$ cat src/rtl/btn_debounce.sv
// btn_debounce: two-flop synchroniser plus counter FSM that debounces one
// push button and emits level, press, release and long-hold pulses.
//
// Ports:
//   sysclk        system clock, all logic on posedge
//   rst_n         synchronous active-low reset
//   btn_raw       asynchronous raw button, 1 = pressed
//   btn_level     debounced button state
//   press_pulse   one-cycle pulse per confirmed press
//   release_pulse one-cycle pulse per confirmed release
//   hold_pulse    one-cycle pulse, once per press, after a long hold
module btn_debounce #(
  parameter int DEBOUNCE_CYCLES = 120000,
  parameter int HOLD_CYCLES     = 6000000
) (
  input  logic sysclk,
  input  logic rst_n,
  input  logic btn_raw,
  output logic btn_level,
  output logic press_pulse,
  output logic release_pulse,
  output logic hold_pulse
);

  localparam int DW = $clog2(DEBOUNCE_CYCLES);
  localparam int HW = $clog2(HOLD_CYCLES);

  localparam logic [DW-1:0] DEB_MAX  = DW'(DEBOUNCE_CYCLES - 1);
  localparam logic [HW-1:0] HOLD_MAX = HW'(HOLD_CYCLES - 1);

  typedef enum logic [1:0] {
    IDLE    = 2'd0,
    DEB_HI  = 2'd1,
    PRESSED = 2'd2,
    DEB_LO  = 2'd3
  } state_t;

  state_t state;
  state_t state_nx;

  logic s1;
  logic s2;

  logic [DW-1:0] deb_cnt;
  logic [DW-1:0] deb_nx;
  logic [HW-1:0] hold_cnt;
  logic [HW-1:0] hold_nx;
  logic          hold_done;
  logic          done_nx;

  logic level_nx;
  logic press_nx;
  logic rel_nx;
  logic hold_p_nx;

  // Two-flop synchroniser; only s2 feeds the FSM.
  always_ff @(posedge sysclk) begin
    if (!rst_n) begin
      s1 <= 1'b0;
      s2 <= 1'b0;
    end else begin
      s1 <= btn_raw;
      s2 <= s1;
    end
  end

  // State register plus registered counters and outputs.
  always_ff @(posedge sysclk) begin
    if (!rst_n) begin
      state         <= IDLE;
      deb_cnt       <= '0;
      hold_cnt      <= '0;
      hold_done     <= 1'b0;
      btn_level     <= 1'b0;
      press_pulse   <= 1'b0;
      release_pulse <= 1'b0;
      hold_pulse    <= 1'b0;
    end else begin
      state         <= state_nx;
      deb_cnt       <= deb_nx;
      hold_cnt      <= hold_nx;
      hold_done     <= done_nx;
      btn_level     <= level_nx;
      press_pulse   <= press_nx;
      release_pulse <= rel_nx;
      hold_pulse    <= hold_p_nx;
    end
  end

  // Next-state logic.
  always_comb begin
    state_nx = state;
    unique case (state)
      IDLE: begin
        if (s2) state_nx = DEB_HI;
      end
      DEB_HI: begin
        if (!s2)
          state_nx = IDLE;
        else if (deb_cnt == DEB_MAX)
          state_nx = PRESSED;
      end
      PRESSED: begin
        if (!s2) state_nx = DEB_LO;
      end
      DEB_LO: begin
        if (s2)
          state_nx = PRESSED;
        else if (deb_cnt == DEB_MAX)
          state_nx = IDLE;
      end
      default: state_nx = IDLE;
    endcase
  end

  // Counter and output logic.
  always_comb begin
    deb_nx    = deb_cnt;
    hold_nx   = hold_cnt;
    done_nx   = hold_done;
    press_nx  = 1'b0;
    rel_nx    = 1'b0;
    hold_p_nx = 1'b0;
    unique case (state)
      IDLE: begin
        if (s2) deb_nx = '0;
      end
      DEB_HI: begin
        if (s2) begin
          if (deb_cnt == DEB_MAX) begin
            press_nx = 1'b1;
            hold_nx  = '0;
            done_nx  = 1'b0;
          end else begin
            deb_nx = deb_cnt + 1'b1;
          end
        end
      end
      PRESSED: begin
        if (hold_cnt != HOLD_MAX)
          hold_nx = hold_cnt + 1'b1;
        // Fire on the edge the counter reaches its limit, once per press.
        if (hold_nx == HOLD_MAX && !hold_done) begin
          hold_p_nx = 1'b1;
          done_nx   = 1'b1;
        end
        if (!s2) deb_nx = '0;
      end
      DEB_LO: begin
        if (!s2) begin
          if (deb_cnt == DEB_MAX)
            rel_nx = 1'b1;
          else
            deb_nx = deb_cnt + 1'b1;
        end
      end
      default: begin
        deb_nx = '0;
      end
    endcase
  end

  assign level_nx = (state_nx == PRESSED) || (state_nx == DEB_LO);

endmodule

$ cat config.mk
export PLATFORM = sky130hd
export DESIGN_NAME = btn_debounce
export DESIGN_NICKNAME = d
export VERILOG_FILES = /design/src/rtl/btn_debounce.sv
export SDC_FILE = /design/constraint.sdc
export NUM_CORES = 1
export LEC_CHECK = 0
export CAP_MARGIN = 10
export CORE_MARGIN = 2
export CORE_UTILIZATION = 37
export CTS_CLUSTER_DIAMETER = 200
export CTS_CLUSTER_SIZE = 28
export DETAILED_ROUTE_END_ITERATION = 12
export MAX_ROUTING_LAYER = met4
export PLACE_DENSITY_LB_ADDON = 0.2
export SETUP_SLACK_MARGIN = 0.02
export SLEW_MARGIN = 20
export SYNTH_ARGS = -nofsm -noshare
export SYNTH_HDL_FRONTEND = slang
export SYNTH_SLANG_ARGS = --single-unit
$ cat constraint.sdc
create_clock -name sysclk -period 3.1 [get_ports sysclk]
set_clock_uncertainty 0.2 [all_clocks]
set_input_delay 0.775 -clock sysclk [delete_from_list [all_inputs] [get_ports sysclk]]
set_output_delay 0.775 -clock sysclk [all_outputs]
set_load 0.005 [all_outputs]
# Word level (Yosys, flattened, before mapping)
# Cells that the tools add are included.
[totals]
elab_cells = 63
input_bits = 3
output_inout_bits = 4
regBits = 49
[classes]
add_sub_neg = 2
n_eq_ne = 14
n_bitwise = 2
muxes = 24
n_reduce_logical = 11
[ops]
columns = ["cell", "n"]
rows = [
  ["$mux 23", 4],
  ["$mux 17", 5],
  ["$pmux 17 s4", 1],
  ["$pmux 23 s2", 1],
  ["$add 23x1->23 const B", 1],
  ["$eq 23x23->1 const B", 1],
  ["$ne 23x23->1 const B", 1],
  ["$add 17x1->17 const B", 1],
  ["$eq 17x17->1 const B", 1],
  ["$mux 2", 6],
  ["$ne 2x2->1 const B", 6],
  ["$eq 2x2->1 const B", 4],
  ["$pmux 2 s4", 1],
  ["$reduce_and 4->1", 2],
  ["$reduce_and 3->1", 2],
  ["$mux 1", 5],
  ["$reduce_or 3->1", 1],
  ["$eq 2x1->1 const B", 1],
  ["$logic_not 2->1", 1],
  ["$not 1->1", 2],
  ["$pmux 1 s2", 1],
  ["$reduce_and 2->1", 1],
  ["$reduce_bool 2->1", 1],
  ["$logic_and 1x1->1", 1],
  ["2 further kinds", 2],
]

# Logic depth before layout (Yosys ltp)
[logic_depth]
depth_word = 7
mapped_depth = 9
mapped_depth_nobuf = 8

# Least setup slack after synthesis
# No wires, ideal clock.
[synth_timing]
path_kind = "reg2reg"
start = "register hold_cnt[0]"
end = "register hold_done"
arrival_ns = 2.266
t_required_ns = 2.840
stages_incl_launch_ff = 9
setup_slack_ns = 0.574
setup_time_ns = 0.060
path_cell_list = "dfxtp_1 > ha_1 > nand3_4 > nor4_2 > inv_1 > a32o_1 > a2111o_1 > nor4_2 > o221a_1"
[synth_between]
elab_chain_len = 7
elab_cells_between_ends = 8
cone_classes = "add/sub (1); eq/ne (3); mux (2); reduce/logical (2)"
[synth_lines]
columns = ["item", "line", "text"]
rows = [
  ["start: declaration", "46", "logic [HW-1:0] hold_cnt;"],
  ["start signal: assignment", "81", "hold_cnt <= hold_nx;"],
  ["$add 23x1->23 / $ne 23x23->1 (equally long branches)", "141, 140", ""],
  ["$mux 23 *", "140", "if (hold_cnt != HOLD_MAX)"],
  ["$mux 23 *", "124", "unique case (state)"],
  ["$eq 23x23->1 *", "143", "if (hold_nx == HOLD_MAX && !hold_done) begin"],
  ["$logic_and 1x1->1 *", "143", ""],
  ["$ne 2x2->1 (no line) *", "--", ""],
  ["$reduce_and 4->1 (no line) *", "--", ""],
  ["end signal: assignment", "82", "hold_done <= done_nx;"],
  ["end: declaration", "48", "logic hold_done;"],
]
# Mark *: on every way between the ends. The rest lies on a longest branch, timed or not. The select of a mux whose other input is x is not followed.
# A chain may end at the register's enable or synchronous reset.

# Final worst setup path
# Same ends and word-level chain as after synthesis.

==> results.md <==
- Outcome: complete, no violations
- Worst r2r src: hold_cnt[0]
- Via/cell ratio: around 5.6
- Peak Freq: around 350 MHz
- Final Critical Period: 2870 ps
- WHS: around 240 ps
- Final std cells w/o fill: roughly 440
- Largest net degree at the start of global routing: 35
- EDFF count, synth: 0
- Layout cells sized above 1: 0.0968
- Detail Route Antenna Nets: 0
- Synthesized flop and latch total: 48
- Number of buffers created by CTS: 5
- Required time of the critical path: ~3200 ps
- WL/cell: between 10 and 15 µm
- Die Y: between 80 and 90 µm
- Global-route wire length before repair: between 10000 and 15000 µm
- Max_cap viols: 0
- H-tree Lvls: 2
- Critical-path cell list: ha_1 > nand3_4 > nor4_2 > inv_1 > a32o_1 > a2111o_1 > nor4_2 > o221a_1
- Core Region: between 0.006 and 0.007 mm²
- DP Wirelength: 4570 µm
- Final number of max-transition violations: 0
- Setup ws final: 226 ps
- Starting Density: 0.387
- CTS resizes: 0
- Maximum vdd ir drop: ~0.00015 V
- Reg2Reg Capture Point: hold_done
- Area growth from synthesis to layout: 11.5%
- Rows: 30
- Final wirelength: between 6000 and 7000 µm
- Hold wc startpoint: s1
- Unrepaired setup endpoints after global routing: false
- CTS tree: done
- Slew @ Worst Pin: about 720 ps
- Antenna cells: 0
- Worst min path class: flip-flop to flip-flop
- Postcts setup bufs: 0
- Synth Area per Inst: approximately 8 µm²
- Mapped Cells: 333
- Drt first pass iters: 5
- Total Die Area: around 0.008 mm²
- CP dominant cell by count: nor4_2
- PwrDens: between 300 and 400 mW/mm²
- CTS max path bufs: 2
- Max-slew headroom: 0.513
- Tcrit/Tclk final: 0.927
- Critical path type: flip-flop to flip-flop
- Endpoints failing setup: 0
- Setup_tns: 0 ps
- Antenna violations before repair: 0
- Syn Nets: approximately 340
- Clk pin slew, worst setup/hold paths: 100 ps
- Lkg Pwr: ~0.95 nW
- Fin. Hold Viols: 0
- Worst path arrival time: 2930 ps
- Fin nets: approximately 350
- DR iter-0 viols: 153
- Root buf cell: clkbuf_8
- Die X: ~90 µm
- Hold depth: 1
- Vias: approximately 2400
- R2r setup slk: 230 ps
- Crit. End Element: flip-flop
- Mapped Area: 0.00267 mm²
- Worst Path Max Fanout: 9
- Yosys warns: 0
- Vias in the first global route: 2370
- Placed cell count: around 430
- Post-synth cell types: 53
- Primary FF master, synth: dfxtp_1
- TritonCTS Sinks: 48
- CP peak stage delay: roughly 470 ps
- Critical Path Slowest Stage Cell: dfxtp_1
- Gr usage total: 0.182
- Clock Latency Late Sink: 310 ps
- Seq/Total Area, Yosys: 0.359
- # IOs: 7
- Post-CTS Hold Buffers: 0
- Async S/R FF share, synth: 0
- PortBufs: 6
- Reg2reg path depth: 8
- Setup WS pre-CTS: roughly 230 ps
- GPL Wtd Cong: 0.900
- Hold EP: s2
- Congestion Overflow GR: 0
- Startpoint types: flip-flop
- Residual DRC: 0
[worst max path at each step]
stage	end	cells after the start	startpoint	slack, ps
global route	hold_done	8	hold_cnt[0]	60
finish	hold_done	8	hold_cnt[0]	230
floorplan	hold_done	8	hold_cnt[0]	570
CTS	hold_done	7	hold_cnt[0]	210
detailed placement	hold_done	7	hold_cnt[0]	230
global placement	hold_done	7	hold_cnt[0]	370
[through the flow]
stage	util	instance area, µm²	total power (W)
floorplan	-	2670	0.000646
global placement	0.415	2860	0.000655
detailed placement	0.415	2860	0.000655
CTS	0.431	2980	0.00113
global route	0.432	2980	0.00115
finish	0.432	2980	0.00112
[logic make-up (layout without fill, tap and decap cells)]
group                    after synthesis  in the layout  synth area share
flip-flops                            48             48             0.359
adder cells (fa/ha/maj)                2              2           0.00936
AO/OA/AOI/OAI                         82             82             0.190
buffers and inverters                 21             29            0.0314
XOR/XNOR                              20             20            0.0655
multiplexers                           2              2           0.00795
AND/OR/NAND/NOR                      158            158             0.336
[synth_stat cells, types with 2 or more instances]
library cell  number  area, µm²
nor2b_1            9       56.3
clkbuf_1          12       45.0
inv_1              5       18.8
o21ai_0           29        145
xnor2_1            6       52.6
or3_2              2       15.0
nand3_1           16       80.1
nand2b_1           3       18.8
nor3b_1            3       22.5
nor2_1            32        120
a31oi_1            9       56.3
buf_2              4       20.0
a21oi_1           16       80.1
dfxtp_1           48        961
nor3_1             8       40.0
or3_1              6       37.5
and3_1             5       31.3
nand3b_1           4       30.0
a21boi_0           9       67.6
and2_1             5       31.3
nor4_1             5       31.3
a22oi_1            4       30.0
ha_1               2       25.0
nand3_4            3       52.6
nor4b_1            4       35.0
nand2_1           33        124
nand4_1            8       50.1
nor4_2             2       25.0
and4_1             4       35.0
xor2_1            14        123
[area by class of cell]
cell class / instances / area (µm²)
tap: 96 / 120
clock inverter: 3 / 46.3
fill: 730 / 3930
timing repair buffer: 16 / 135
multi-input combinational: 264 / 1630
inverter: 5 / 18.8
sequential: 48 / 961
clock buffer: 5 / 68.8
[state kept, by name, summed over array words and instances, names as in the netlist]
signal / flops
press_pulse: 1
hold_done: 1
s1: 1
state: 2
release_pulse: 1
hold_cnt: 23
hold_pulse: 1
s2: 1
deb_cnt: 17
[cells in the final DEF, fill, tap and decap left out, types with 3 or more instances in the layout]
cell             instances
and4_1                   4
a21boi_0                 9
nor3_1                   8
xnor2_1                  6
nand2b_1                 3
nor3b_1                  3
a31oi_1                  9
dfxtp_1                 48
buf_4                   10
nand4_1                  8
o21ai_0                 29
and2_1                   5
inv_1                    5
nor4b_1                  4
nand2_1                 33
or3_1                    6
and3_1                   5
clkbuf_8                 5
a22oi_1                  4
a21oi_1                 16
nor4_1                   5
nor2_1                  31
nand3_4                  3
clkdlybuf4s50_1          6
xor2_1                  14
nand3b_1                 4
nor2b_1                  9
nand3_1                 16
[per-layer routing]
metal,GRT usage,vias to the layer above,share of wire
met5,-,-,0
met4,0.0475,0,0.012
met3,0.0305,8,0.043
met2,0.313,65,0.49
met1,0.222,1141,0.46
li1,-,1216,-
[report_power, final]
part            total, W  leakage (nW)  internal, W  switching, W
logic          0.0000216         0.509   0.00000889     0.0000127
clock network   0.000476        0.0548     0.000243      0.000233
registers       0.000619         0.387     0.000618    0.00000137
total            0.00112         0.950     0.000870      0.000247
[critical path, delay by kind of cell (launching register included)]
kind,cells,cell delay (ps)
AO/OA/AOI/OAI,3,830
buffers and inverters,1,110
adder cells (fa/ha/maj),1,320
AND/OR/NAND/NOR,3,900
flip-flops,1,470
Power figures use the tool's default switching activity.
